## src/rtl/fifo_pkg.sv

```systemverilog
// Shared constants, read-mode enum and pointer-width helper for the synchronous FIFO.
package fifo_pkg;

    localparam int DEFAULT_DEPTH     = 16;
    localparam int DEFAULT_DATA_SIZE = 8;

    typedef enum logic {
        STD  = 1'b0,
        FWFT = 1'b1
    } read_mode_e;

    function automatic int ptr_width(input int depth);
        return (depth < 2) ? 1 : $clog2(depth);
    endfunction

endpackage

```

## src/rtl/sfifo_ram.sv

```systemverilog
// Single-clock storage array: one write port, one read port whose timing depends on the read mode.
module sfifo_ram #(
    parameter int                   DEPTH     = fifo_pkg::DEFAULT_DEPTH,
    parameter int                   DATA_SIZE = fifo_pkg::DEFAULT_DATA_SIZE,
    parameter int                   ADDR_SIZE = fifo_pkg::ptr_width(DEPTH),
    parameter fifo_pkg::read_mode_e MODE      = fifo_pkg::STD
) (
    input  logic                 clk,
    input  logic                 rst_n,
    input  logic                 we,
    input  logic [ADDR_SIZE-1:0] waddr,
    input  logic [DATA_SIZE-1:0] wdata,
    input  logic                 re,
    input  logic                 valid,
    input  logic [ADDR_SIZE-1:0] raddr,
    output logic [DATA_SIZE-1:0] rdata
);
    import fifo_pkg::*;

    logic [DATA_SIZE-1:0] mem [DEPTH];

    always_ff @(posedge clk) begin
        if (we) begin
            mem[waddr] <= wdata;
        end
    end

    generate
        if (MODE == STD) begin : g_std
            always_ff @(posedge clk) begin
                if (!rst_n) begin
                    rdata <= '0;
                end else if (re && valid) begin
                    rdata <= mem[raddr];
                end
            end
        end else begin : g_fwft
            logic [DATA_SIZE-1:0] hold;

            // Track the word on display so the output stays put once the FIFO drains or is flushed.
            always_ff @(posedge clk) begin
                if (!rst_n) begin
                    hold <= '0;
                end else if (valid) begin
                    hold <= mem[raddr];
                end
            end

            always_comb begin
                rdata = valid ? mem[raddr] : hold;
            end
        end
    endgenerate

endmodule

```

## src/rtl/sync_fifo_flex.sv

```systemverilog
// Synchronous FIFO with registered status flags, error pulses, flush and selectable read latency.
module sync_fifo_flex #(
    parameter int DEPTH     = fifo_pkg::DEFAULT_DEPTH,
    parameter int DATA_SIZE = fifo_pkg::DEFAULT_DATA_SIZE,
    parameter int PTR_SIZE  = fifo_pkg::ptr_width(DEPTH),
    parameter int AF_THRESH = DEPTH - 2,
    parameter int AE_THRESH = 2,
    parameter int FWFT      = 0
) (
    input  logic                 clk,
    input  logic                 rst_n,
    input  logic                 flush,
    input  logic                 w_en,
    input  logic                 r_en,
    input  logic [DATA_SIZE-1:0] data_in,
    output logic [DATA_SIZE-1:0] data_out,
    output logic                 full,
    output logic                 empty,
    output logic                 almost_full,
    output logic                 almost_empty,
    output logic [PTR_SIZE:0]    count,
    output logic                 write_error,
    output logic                 read_error
);
    import fifo_pkg::*;

    localparam read_mode_e         MODE       = (FWFT != 0) ? fifo_pkg::FWFT : fifo_pkg::STD;
    localparam logic [PTR_SIZE:0]  FULL_LEVEL = (PTR_SIZE + 1)'(DEPTH);
    localparam logic [PTR_SIZE:0]  AF_LEVEL   = (PTR_SIZE + 1)'(AF_THRESH);
    localparam logic [PTR_SIZE:0]  AE_LEVEL   = (PTR_SIZE + 1)'(AE_THRESH);

    logic [PTR_SIZE-1:0] wptr;
    logic [PTR_SIZE-1:0] rptr;
    logic [PTR_SIZE:0]   count_next;
    logic                wr_ok;
    logic                rd_ok;

    always_comb begin
        wr_ok = w_en && !full && !flush;
        rd_ok = r_en && !empty && !flush;

        count_next = count;
        if (flush) begin
            count_next = '0;
        end else if (wr_ok && !rd_ok) begin
            count_next = count + 1'b1;
        end else if (rd_ok && !wr_ok) begin
            count_next = count - 1'b1;
        end
    end

    // Flags are registered from count_next so they change on the same edge as count.
    always_ff @(posedge clk) begin
        if (!rst_n) begin
            wptr         <= '0;
            rptr         <= '0;
            count        <= '0;
            full         <= 1'b0;
            empty        <= 1'b1;
            almost_full  <= 1'b0;
            almost_empty <= 1'b1;
            write_error  <= 1'b0;
            read_error   <= 1'b0;
        end else begin
            if (flush) begin
                wptr <= '0;
                rptr <= '0;
            end else begin
                if (wr_ok) wptr <= wptr + 1'b1;
                if (rd_ok) rptr <= rptr + 1'b1;
            end
            count        <= count_next;
            full         <= (count_next == FULL_LEVEL);
            empty        <= (count_next == '0);
            almost_full  <= (count_next >= AF_LEVEL);
            almost_empty <= (count_next <= AE_LEVEL);
            write_error  <= w_en && full && !flush;
            read_error   <= r_en && empty && !flush;
        end
    end

    sfifo_ram #(
        .DEPTH     (DEPTH),
        .DATA_SIZE (DATA_SIZE),
        .ADDR_SIZE (PTR_SIZE),
        .MODE      (MODE)
    ) u_ram (
        .clk   (clk),
        .rst_n (rst_n),
        .we    (wr_ok),
        .waddr (wptr),
        .wdata (data_in),
        .re    (rd_ok),
        .valid (!empty),
        .raddr (rptr),
        .rdata (data_out)
    );

endmodule
```

## config.mk

```make
export PLATFORM = sky130hd
export DESIGN_NAME = sync_fifo_flex
export DESIGN_NICKNAME = d
export VERILOG_FILES = /design/src/rtl/fifo_pkg.sv /design/src/rtl/sfifo_ram.sv /design/src/rtl/sync_fifo_flex.sv
export SDC_FILE = /design/constraint.sdc
export NUM_CORES = 1
export LEC_CHECK = 0
export CAP_MARGIN = 10
export CELL_PAD_IN_SITES_DETAIL_PLACEMENT = 0
export CELL_PAD_IN_SITES_GLOBAL_PLACEMENT = 1
export CORE_MARGIN = 5
export CORE_UTILIZATION = 45
export CTS_BUF_LIST = sky130_fd_sc_hd__clkbuf_8
export DETAILED_ROUTE_END_ITERATION = 8
export GPL_TIMING_DRIVEN = 0
export PLACE_DENSITY_LB_ADDON = 0.1
export SLEW_MARGIN = 0
export SYNTH_ARGS = -nofsm -noshare
export SYNTH_HDL_FRONTEND = slang
export SYNTH_SLANG_ARGS = --single-unit
```

## constraint.sdc

```tcl
create_clock -name clk -period 3.9 [get_ports clk]
set_input_delay 0.78 -clock clk [delete_from_list [all_inputs] [get_ports clk]]
set_output_delay 0.78 -clock clk [all_outputs]
set_load 0.01 [all_outputs]
```

==> out/results.ini, run 1 <==
[layout]
diodes=0
nets=423
nFillCells=1112
fin_util=0.5280
area_growth_pct=15.03
design_area_um2=7019
drive_above_1_share=0.1899
seqCellArea_um2=4384
multi_input_area_um2=1615

[yosys]
synthTopCellsByCount=edfxtp_1 (128), nor2_1 (39), mux4_2 (32)
synth_top_area_share=0.6299
synth_edf_count=128
syn_nets=371
syn_area_um2=6102
synth.ff_latch_count=155
yosysWarnings=0
synth_most_common_cell=edfxtp_1
synth-seq-area-share=0.7185
synthFlopType=edfxtp_1
yosys-top-cells-area=edfxtp_1 (63%), mux4_2 (12%), dfxtp_1 (8.9%)
synth.largest_area_cell=edfxtp_1
async_reset_ff_frac=0
ys_types=40
synthCells=351
avgSynthCellArea_um2=17.38

[worst_setup_path]
critPathMaxFanout=9
cp.depth=6
cp_slowest_stage_delay_ps=1010
worst_path_max_delay_cell=nor3_1
r2r-start=full
cp-startpoint=w_en
cp.arrival_ps=3120
crit_type=in2reg
cp_num_buf_inv=2
path_cells=clkdlybuf4s50_1 > nor2b_2 > buf_6 > nor2b_1 > nand2_1 > nor3_1
start_kind=input pin
cp-end-kind=register
cp.required_ps=3950
critical-path-top-delay-family=simple AND/OR/NAND/NOR gates
r2r-end=u_ram.mem[3][7]
worst-r2r-cell-count=5
r2r_slack_ps=1340
crit_end=u_ram.mem[3][7]

[sta]
worst_pin_slew_ps=1249
setup_viol=0
slew_headroom=0.1608
hold_viol=0
slew_violations=0
tns_ps=0
rsz0062_at_grt=false
period_needed_ps=3066
clock.fmax_mhz=326.1
skew_ps=12.27
period_share=0.7862

[drt]
remaining_drc_errors=0
antenna_left=0
via_per_inst=5.353
drt_iter0_drc=296
wl_per_cell_um=20.87
vias=3169
drt_wl_total_um=12360
first_pass_iters=4

[die]
die_w_um=126.5
core-area_um2=13300
io_pins=32
rows=42
initial_utilization=0.4590
die-area_um2=15990
die_h_um=126.5

[clock_network]
path_clk_slew_ps=80
clockRootBuffer=clkbuf_8
hold_buffers=0
cts_setup_buffers=0
cts_resized=0
clk_latency_ps=450
cts_buffers=17
cts-htree-levels=4
clock_sinks=155
cts_tree=yes
cts.path.max_buffers=2

[place]
placed_area_um2=6640
hpwl_um=8224
buffer_ports.inserted=31
gp_congestion=0.7236

[power]
power_density_nw_per_um2=437.3
leakagePower_nw=2.227
vdd_drop_max_mv=0.3080

[worst_hold_path]
hold_path.class=reg2reg

[global_routing]
grt_max_degree=17
antenna_found_initial=0
grt_use_total=0.1610
grt_pass1_wl_um=18570
overflow=0
grt_pass1_vias=3176

[run]
maxCapViolations=0

[status]
status=finished, final reports clean

-- cells by family after synthesis --
family | Yosys count | synth area share
buffers and inverters | 23 | 0.01681
adder cells (fa/ha/maj) | 7 | 0.01435
multiplexers | 36 | 0.1259
AO/OA/AOI/OAI | 36 | 0.04778
flip-flops | 155 | 0.7185
XOR/XNOR | 7 | 0.01005
AND/OR/NAND/NOR | 87 | 0.06664
-- report_power, final --
part	switching, mW	leakage [nW]	internal (mW)
logic	0.0735	0.675	0.0566
registers	0.00702	1.37	1.80
clock network	0.619	0.181	0.514
-- worst register-to-register path, delay by kind of cell (launching register included) --
kind	cells	cell delay [ps]
AND/OR/NAND/NOR	4	1690
buffers and inverters	1	140
flip-flops	1	340
-- registers in the layout (all words and copies together), names as in the netlist --
register      flops
count             5
read_error        1
wptr              4
almost_empty      1
empty             1
u_ram.rdata       8
write_error       1
almost_full       1
u_ram.mem       128
full              1
rptr              4
-- cell usage in the layout (no fill, tap or decap), types with 3 or more instances in the layout --
master	count
clkbuf_1	12
nor2_1	39
clkinvlp_4	3
dfxtp_1	27
nand2_1	19
xor2_1	5
buf_2	4
clkbuf_8	17
inv_1	4
nor2b_1	6
o22ai_1	8
nand2b_1	4
clkdlybuf4s50_1	31
nor3_1	5
mux4_2	32
a22o_1	16
inv_6	5
edfxtp_1	128
ha_1	7
and2_1	5
-- metal layers --
layer	wire (um)	track usage	share of wire
met5	0	0	0
met4	131	0.04669	0.011
met3	672	0.05254	0.054
met2	5934	0.2491	0.48
met1	5618	0.2200	0.45
-- worst min path at each step --
stage	end	from	slack (ps)	depth (start not counted)
6_report	read_error	empty	440	2
5_1_grt	read_error	empty	480	2
4_1_cts	read_error	empty	440	2
3_5_place_dp	read_error	empty	430	2
3_3_place_gp	read_error	empty	430	2
2_1_floorplan	read_error	empty	460	2
-- per-stage QoR --
stage / hold slack, ps / total power, mW / setup WS, ps / cells
6_report: 443.6 / 3.069 / 833.8 / 592
4_1_cts: 444.2 / 3.096 / 759.1 / 591
3_5_place_dp: 432.0 / 1.977 / 296.0 / 559
5_1_grt: 475.0 / 3.186 / 716.8 / 592
3_3_place_gp: 428.9 / 1.973 / 350.9 / 558
2_1_floorplan: 461.4 / 1.909 / 1451 / 351
-- final cells by class --
class | count | share of cell area
Multi-Input combinational cell | 173 | 0.2301
Clock buffer | 17 | 0.03333
Tap cell | 176 | 0.03137
Clock inverter | 15 | 0.01961
Sequential cell | 155 | 0.6246
Buffer | 19 | 0.01248
Timing Repair Buffer | 33 | 0.04635
Inverter | 4 | 0.002139
(Power assumes the default switching activity.)
==> run 2: changes to the inputs <==
clock period = 3.1 ns   (was 3.9 ns; I/O delays follow)
==> results of run 2 <==
Same layout as run 1 (identical final DEF). Status: finished, final reports clean.
Main changes from that run: setup slack after placement 296.0 ps -> -344.0 ps; setup slack after layout 833.8 ps -> 193.8 ps; register-to-register setup slack 1340 ps -> 540 ps; total power 3.069 mW -> 3.861 mW; worst IR drop on VDD 0.3080 mV -> 0.3874 mV
